File: src/rtl/axi3_rd_arbiter_pkg.sv
// ============================================================================
// axi3_rd_arbiter_pkg : shared AXI3 read-channel types and arbiter FSM states
// Revision 1.0
// ============================================================================
`default_nettype none

package axi3_rd_arbiter_pkg;

    localparam int ADDR_W = 32;
    localparam int DATA_W = 32;

    typedef enum logic [1:0] {
        IDLE = 2'd0,
        ADDR = 2'd1,
        DATA = 2'd2
    } arb_state_t;

    typedef struct packed {
        logic [ADDR_W-1:0] araddr;
        logic [3:0]        arlen;
        logic [2:0]        arsize;
        logic [1:0]        arburst;
        logic              arvalid;
        logic              rready;
    } axi3_rd_req_t;

    typedef struct packed {
        logic              arready;
        logic [DATA_W-1:0] rdata;
        logic [1:0]        rresp;
        logic              rlast;
        logic              rvalid;
    } axi3_rd_resp_t;

    // A single requester still needs a 1-bit index so vectors stay legal.
    function automatic int arb_idx_w(input int n);
        return (n > 1) ? $clog2(n) : 1;
    endfunction

endpackage

`default_nettype wire

File: src/rtl/axi3_rd_arbiter_rr_picker.sv
// ============================================================================
// rr_picker : first asserted request at or after the pointer, wrapping
// Revision 1.0
// ============================================================================
`default_nettype none

module rr_picker
    import axi3_rd_arbiter_pkg::*;
#(
    parameter int N_REQ = 3,
    parameter int IDX_W = arb_idx_w(N_REQ)
) (
    input  logic [N_REQ-1:0] i_req,
    input  logic [IDX_W-1:0] i_ptr,
    output logic [IDX_W-1:0] o_grant,
    output logic             o_any
);

    // Walk the offsets from farthest to nearest so the nearest hit wins.
    always_comb begin
        int w_idx;
        w_idx   = 0;
        o_grant = '0;
        o_any   = 1'b0;
        for (int k = N_REQ - 1; k >= 0; k--) begin
            w_idx = (int'(i_ptr) + k) % N_REQ;
            if (i_req[w_idx]) begin
                o_grant = IDX_W'(w_idx);
                o_any   = 1'b1;
            end
        end
    end

endmodule

`default_nettype wire

File: src/rtl/axi3_rd_arbiter.sv
// ============================================================================
// axi3_rd_arbiter : round-robin N:1 AXI3 read arbiter, one transaction in flight
// Revision 1.0
// ============================================================================
`default_nettype none

module axi3_rd_arbiter
    import axi3_rd_arbiter_pkg::*;
#(
    parameter int N_REQ     = 3,
    parameter int BUS_WIDTH = 4
) (
    input  logic                 clk,
    input  logic                 rst_n,
    input  axi3_rd_req_t         s_req  [N_REQ],
    output axi3_rd_resp_t        s_resp [N_REQ],
    output axi3_rd_req_t         m_req,
    output logic [BUS_WIDTH-1:0] m_arid,
    input  axi3_rd_resp_t        m_resp,
    input  logic [BUS_WIDTH-1:0] m_rid
);

    localparam int               IDX_W    = arb_idx_w(N_REQ);
    localparam logic [IDX_W-1:0] LAST_IDX = IDX_W'(N_REQ - 1);

    arb_state_t       r_state;
    arb_state_t       w_state_nxt;
    logic [IDX_W-1:0] r_grant;
    logic [IDX_W-1:0] w_grant_nxt;
    logic [IDX_W-1:0] r_rr_ptr;
    logic [IDX_W-1:0] w_ptr_nxt;
    logic [IDX_W-1:0] w_pick;
    logic             w_any;
    logic [N_REQ-1:0] w_arvalid;
    axi3_rd_req_t     w_sel_req;

    always_comb begin
        w_arvalid = '0;
        for (int i = 0; i < N_REQ; i++) begin
            w_arvalid[i] = s_req[i].arvalid;
        end
    end

    rr_picker #(
        .N_REQ (N_REQ),
        .IDX_W (IDX_W)
    ) u_rr_picker (
        .i_req   (w_arvalid),
        .i_ptr   (r_rr_ptr),
        .o_grant (w_pick),
        .o_any   (w_any)
    );

    always_comb begin
        w_sel_req = '0;
        for (int i = 0; i < N_REQ; i++) begin
            if (r_grant == IDX_W'(i)) begin
                w_sel_req = s_req[i];
            end
        end
    end

    always_ff @(posedge clk or negedge rst_n) begin
        if (!rst_n) begin
            r_state  <= IDLE;
            r_grant  <= '0;
            r_rr_ptr <= '0;
        end else begin
            r_state  <= w_state_nxt;
            r_grant  <= w_grant_nxt;
            r_rr_ptr <= w_ptr_nxt;
        end
    end

    always_comb begin
        w_state_nxt = r_state;
        w_grant_nxt = r_grant;
        w_ptr_nxt   = r_rr_ptr;
        case (r_state)
            IDLE: begin
                if (w_any) begin
                    w_state_nxt = ADDR;
                    w_grant_nxt = w_pick;
                end
            end
            ADDR: begin
                if (w_sel_req.arvalid && m_resp.arready) begin
                    w_state_nxt = DATA;
                end
            end
            DATA: begin
                if (m_resp.rvalid && w_sel_req.rready && m_resp.rlast) begin
                    w_state_nxt = IDLE;
                    w_ptr_nxt   = (r_grant == LAST_IDX) ? '0 : r_grant + 1'b1;
                end
            end
            default: w_state_nxt = IDLE;
        endcase
    end

    // Outputs depend only on registered state/grant plus the granted port,
    // so arvalid never reaches m_req in the cycle it is first raised.
    always_comb begin
        m_req  = '0;
        m_arid = '0;
        for (int i = 0; i < N_REQ; i++) begin
            s_resp[i] = '0;
        end
        case (r_state)
            ADDR: begin
                m_req.araddr  = w_sel_req.araddr;
                m_req.arlen   = w_sel_req.arlen;
                m_req.arsize  = w_sel_req.arsize;
                m_req.arburst = w_sel_req.arburst;
                m_req.arvalid = w_sel_req.arvalid;
                m_arid        = BUS_WIDTH'(r_grant);
                for (int i = 0; i < N_REQ; i++) begin
                    if (r_grant == IDX_W'(i)) begin
                        s_resp[i].arready = m_resp.arready;
                    end
                end
            end
            DATA: begin
                m_req.rready = w_sel_req.rready;
                m_arid       = BUS_WIDTH'(r_grant);
                for (int i = 0; i < N_REQ; i++) begin
                    if (r_grant == IDX_W'(i)) begin
                        s_resp[i].rdata  = m_resp.rdata;
                        s_resp[i].rresp  = m_resp.rresp;
                        s_resp[i].rlast  = m_resp.rlast;
                        s_resp[i].rvalid = m_resp.rvalid;
                    end
                end
            end
            default: ;
        endcase
    end

    // Routing trusts the grant; a mismatching RID means the interconnect misbehaved.
    a_rid_matches_grant: assert property (@(posedge clk) disable iff (!rst_n)
        (r_state == DATA && m_resp.rvalid) |-> (m_rid == BUS_WIDTH'(r_grant)));

    a_arvalid_held: assert property (@(posedge clk) disable iff (!rst_n)
        (r_state == ADDR) |-> w_sel_req.arvalid);

endmodule

`default_nettype wire
File: config.mk
export PLATFORM = sky130hd
export DESIGN_NAME = axi3_rd_arbiter
export DESIGN_NICKNAME = d
export VERILOG_FILES = /design/src/rtl/axi3_rd_arbiter_pkg.sv /design/src/rtl/axi3_rd_arbiter_rr_picker.sv /design/src/rtl/axi3_rd_arbiter.sv
export SDC_FILE = /design/constraint.sdc
export NUM_CORES = 1
export LEC_CHECK = 0
export BUFFER_PORTS_ARGS = -buffer_cell sky130_fd_sc_hd__buf_2
export CELL_PAD_IN_SITES_DETAIL_PLACEMENT = 1
export CELL_PAD_IN_SITES_GLOBAL_PLACEMENT = 2
export CORE_ASPECT_RATIO = 0.75
export CORE_MARGIN = 8
export CORE_UTILIZATION = 11
export CTS_CLUSTER_DIAMETER = 60
export DETAILED_ROUTE_END_ITERATION = 16
export PLACE_DENSITY_LB_ADDON = 0.05
export SLEW_MARGIN = 25
export SYNTH_ARGS = -nofsm -noshare
export SYNTH_HDL_FRONTEND = slang
export SYNTH_SLANG_ARGS = --single-unit
File: constraint.sdc
create_clock -name clk -period 1.9 [get_ports clk]
set_input_delay 0.38 -clock clk [delete_from_list [all_inputs] [get_ports clk]]
set_output_delay 0.38 -clock clk [all_outputs]
set_load 0.01 [all_outputs]
# Yosys cells after proc, flatten, opt, wreduce, memory -nomap -nowiden
# Cells that the tools add are included.
# word_totals
ff_bits	6
in_bits	172
output_inout_bits	158
wordCells	66
# classes
add_sub_neg	3
div_mod_pow	3
n_lt_le_gt_ge	3
eq_ne	7
muxes	38
reduce_logical	9
# op_table
operator	count
36-bit 2-to-1 mux	6
43-bit 2-to-1 mux	3
32-bit by 4-bit < comparator with 1-bit output, second input constant	3
32-bit by 3-bit modulo with 32-bit output, second input constant	2
42-bit 2-to-1 mux	1
3-bit by 3-bit modulo with 32-bit output, second input constant	1
1-bit 2-to-1 mux	16
2-bit 2-to-1 mux	8
1-bit binary-select mux with 2-bit select	3
2-bit one-hot mux with 3 select lines	1
2-bit by 1-bit == test with 1-bit output, second input constant	2
2-bit == test, second input constant	2
2-bit logical NOT	2
2-bit != test, second input constant	2
2-bit AND reduction	2
2-bit by 1-bit adder with 3-bit output, second input constant	1
2-bit by 2-bit adder with 3-bit output, second input constant	1
1-bit logical AND	3
3-bit AND reduction	1
2-bit by 1-bit adder with 2-bit output, second input constant	1
2-bit by 1-bit != test with 1-bit output, second input constant	1
2-bit OR reduction	1

# Depth between registers and ports, before layout
# logic_depth
ltp_word	10
depth_mapped	8
mapped_depth_nobuf	7

# Cells and area by module
# From an unflattened synthesis, not the netlist that was laid out.
# hier_totals
cells_unflattened	427
hier_area_um2	2437.3
# by_module_without_submodules
mod	n_inst	cells_per_inst	area_each_um2	seq_area_each_um2
axi3_rd_arbiter	1	398	2214.6	150.1
rr_picker	1	29	222.7	0.0

# Least setup slack after synthesis
# No wires, ideal clock.
# synth_path
kind	register to register
from	reg r_rr_ptr[0]
to	reg r_grant[0]
setup_ns	0.125
arrival_ns	1.838
required_ns	1.775
setup_slack_ns	-0.064
stages_incl_launch_ff	8
path_buffers	0
synth_period_minus_slack_ns	1.964
path_cell_list	dfrtp_1 > inv_1 > ha_1 > mux2i_1 > nor2_1 > a2111oi_4 > nand2b_4 > mux2_4
# synth_via
elab_chain_len	9
elab_cells_between_ends	21
cone_classes	2 x add/sub; 3 x div; 15 x mux; 1 x reduce/logical
# synth_lines
item	line	source
start: declaration	axi3_rd_arbiter.sv:30	logic [IDX_W-1:0] r_rr_ptr;
start signal: assignment	axi3_rd_arbiter.sv:71	r_rr_ptr <= w_ptr_nxt;
2-bit by 2-bit adder with 3-bit output	axi3_rd_arbiter_rr_picker.sv:26	w_idx = (int'(i_ptr) + k) % N_REQ;
32-bit by 3-bit modulo with 32-bit output	axi3_rd_arbiter_rr_picker.sv:26	
1-bit binary-select mux with 2-bit select	axi3_rd_arbiter_rr_picker.sv:27	if (i_req[w_idx]) begin
1-bit 2-to-1 mux (not written as such) (2 in series)	axi3_rd_arbiter_rr_picker.sv:27	
1-bit 2-to-1 mux (3 in series)	axi3_rd_arbiter_rr_picker.sv:27	
2-bit AND reduction (no line)	n/a	
end signal: assignment	axi3_rd_arbiter.sv:70	r_grant <= w_grant_nxt;
end: declaration	axi3_rd_arbiter.sv:28	logic [IDX_W-1:0] r_grant;
# Several ways; a longest one is shown, not always the timed one. The select of a mux whose other input is x is not followed.
# A chain may end at the register's enable or synchronous reset.

==> flow_summary_export.csv <==
group,metric,value,unit
drt,drt_wl_total,23.5,mm
die,fp-row-count,47,
drt,wl_per_cell,21.5,um
critical_path,slowest_stage,"dfrtp_2",
placement,placed_area,4550,sq um
synth,ys_seq_area_share,6.15,%
final_layout,drive_above_1_share,75.4,%
die,initial_core_util,11.1,%
timing,finalSetupTns,-12.63,ns
critical_path,required,1.52,ns
power_and_ir_drop,ir_worst_vdd,437,uV
synth,netlist_instances,420,
drt,drc,0,
synth,synth_ff_type,"dfrtp_1",
grt,grt_usage,13.7,%
grt,grt_pass1_wl,29.3,mm
cts,clk_path_buf_depth,2,
synth,yosysTopAreaCellShare,19.7,%
synth,synth-compound-area-share,14.3,%
synth,yosys.area.top_type,"mux2i_1",
run_status,status,"complete, but fails checks",
flow_run,maxCapViolCount,0,
hold_path,worst_hold_path_type,"in2async",
cts,path_clk_slew,0.04,ns
critical_path,cp-start-kind,"register",
timing,rsz0062_at_grt,"true",
die,dieArea,27300,sq um
timing,clock.fmax,479,MHz
drt,drt-initial-drc-count,131,
final_layout,syn_to_final_growth,209,%
grt,antenna_found_initial,2,
synth,synth_xor_area_share,0,%
power_and_ir_drop,leakagePower,3.31,nW
timing,hold_viol_final,0,
critical_path,endpoint_kind,"output port",
grt,grt_max_degree,39,
drt,vias,4485,
die,core_area,21900,sq um
final_layout,fin_util,34.4,%
timing,period_minus_slack,2.09,ns
critical_path,path_class,"reg2out",
final_layout,n_fill_cell,2551,
synth,netlist_area,2440,sq um
cts,cts_max_level,1,
run_status,violations,"setup timing",
timing,skew,0.00444,ns
synth,synth-seq-cells,6,
synth,synthSimpleGateAreaFrac,45.6,%
cts,cts-buffers-inserted,3,
critical_path,cp_max_fo,8,
die,die_h,145,um
final_layout,mostFrequentLayoutCell,"buf_2",
synth,synth_top_family_by_area,"simple AND/OR/NAND/NOR gates",
synth,synth_area_leaders,"mux2i_1 20%, nor2_1 18%, nand2_1 13%",
final_layout,final_cell_mix,"245 x buf_2, 85 x buf_6, 63 x nor2_4",
final_layout,design_area,7550,sq um
synth,synth_fa_ha_area_share,3.07,%
synth,synthMuxAreaShare,21.5,%
die,die_width,188,um
timing,slew_viol_final,0,
critical_path,max_stage_delay,0.41,ns
critical_path,worstPathArrival,1.71,ns
timing,setup_ws,-0.189,ns
cts,cts_sinks,6,
power_and_ir_drop,p_per_area,1270,nW/um^2
synth,syn_avg_cell_area,5.82,sq um
placement,port_buffers,323,
timing,period_share,110,%
die,ioPinCount,330,
grt,grt_remaining_overflow,0,
drt,drtPass1Iterations,4,
drt,final_antenna_net_count,0,
critical_path,worstPathCellList,"buf_6 -> buf_4 -> or2_4 -> clkbuf_16 -> nor2_2 -> buf_2",
timing,setup-violations-final,136,
placement,place_hpwl,14.5,mm
drt,vias_per_cell,4.10,
final_layout,fin_nets,976,
cts,cts_tree,"yes",
synth,synth_edf_count,0,
grt,grt_pass1_vias,4526,
placement,gp_congestion,0.792,
synth,synth-async-reset-ratio,100,%
cts,clkLatencyLatePin,0.23,ns
synth,ys_types,37,
synth,yosysWarnings,0,
cts,root_buffer,"clkbuf_16",
-- flip-flops by register name, summed over array words and instances (netlist names) --
signal    flops
r_state       2
r_grant       2
r_rr_ptr      2
-- timing repair --
action / 4_1_cts / 5_1_grt
gates resized for setup: 109 / 377
hold buffers: 1 / 0
cloned: 11 / 20
setup endpoints to repair: 156 / 157
endpoints found under the hold margin: 6 / 0
pin swaps: 43 / 82
setup buffers: 20 / 11
-- through the flow --
stage | cells | power, mW | hold WS [ns] | setup slack [ns]
detailed placement | 1026 | 4.82 | 0.227 | -0.129
global placement | 1026 | 4.77 | 0.222 | -0.0919
CTS | 1061 | 6.71 | 0.511 | -0.151
finish | 1093 | 9.59 | 0.507 | -0.189
global route | 1093 | 10.1 | 0.524 | -0.239
floorplan | 421 | 2.86 | 0.0844 | -0.00203
-- area by class of cell --
| class | count | area (sq um) | share of cell area (%) |
|---|---|---|---|
| clock buffer | 4 | 78.8 | 1.04 |
| inverter | 6 | 22.5 | 0.298 |
| timing repair buffer | 409 | 3490 | 46.3 |
| antenna | 2 | 5.00 | 0.0663 |
| tap | 294 | 368 | 4.87 |
| sequential | 6 | 154 | 2.04 |
| multi-input combinational | 372 | 3420 | 45.4 |
-- where the power goes --
part | switching (mW) | internal, mW | leakage, nW
Clock | 0.0805 | 0.279 | 0.0382
Combinational | 4.53 | 4.45 | 3.21
Sequential | 0.0601 | 0.191 | 0.0685
Total | 4.67 | 4.92 | 3.31
-- worst max-delay path, delay by kind of cell, from the launching register on --
family	cells	cell delay, ns
AND/OR/NAND/NOR	2	0.44
buffers and inverters	4	0.62
flip-flops	1	0.41
-- worst paths after layout --
check | startpoint | endpoint | slack [ns] | cells past startpoint
max | r_grant[1] | s_resp[90] | -0.19 | 6
min | rst_n | r_rr_ptr[0] | 0.51 | 2
max reg2reg | r_rr_ptr[1] | r_state[1] | -0.06 | 7
min reg2reg | r_rr_ptr[0] | r_rr_ptr[0] | 0.68 | 3
max in group asynchronous | rst_n | r_grant[0] | 1.21 | 2
min in group clk | r_rr_ptr[0] | r_rr_ptr[0] | 0.68 | 3
-- routing by layer --
metal / vias to the layer above / part of all wire (%) / global-route usage (%)
li1: 2133 / - / -
met1: 2155 / 42 / 15.6
met2: 164 / 51 / 26.1
met3: 33 / 4.9 / 2.61
met4: 0 / 2.3 / 2.75
met5: - / 0 / 0
-- logic make-up (layout without fill, tap and decap cells) --
| logic type | count (synthesis) | in the layout |
|---|---|---|
| simple gates | 254 | 255 |
| fa+ha+maj | 6 | 6 |
| buf+inv | 44 | 419 |
| other cells | 1 | 4 |
| flops | 6 | 6 |
| mux | 51 | 51 |
| compound gates | 58 | 58 |
-- synthesized netlist by cell type (all sizes together) (2+ instances only) --
cell type / count
buf: 20
inv: 6
dfrtp: 6
nor2: 115
nand2: 82
a21oi: 2
mux2i: 48
nand2b: 3
a2bb2oi: 2
o21ai: 46
ha: 6
o22ai: 3
clkbuf: 17
and2: 46
mux2: 3
Note: power is estimated with default switching activity, not from simulation.
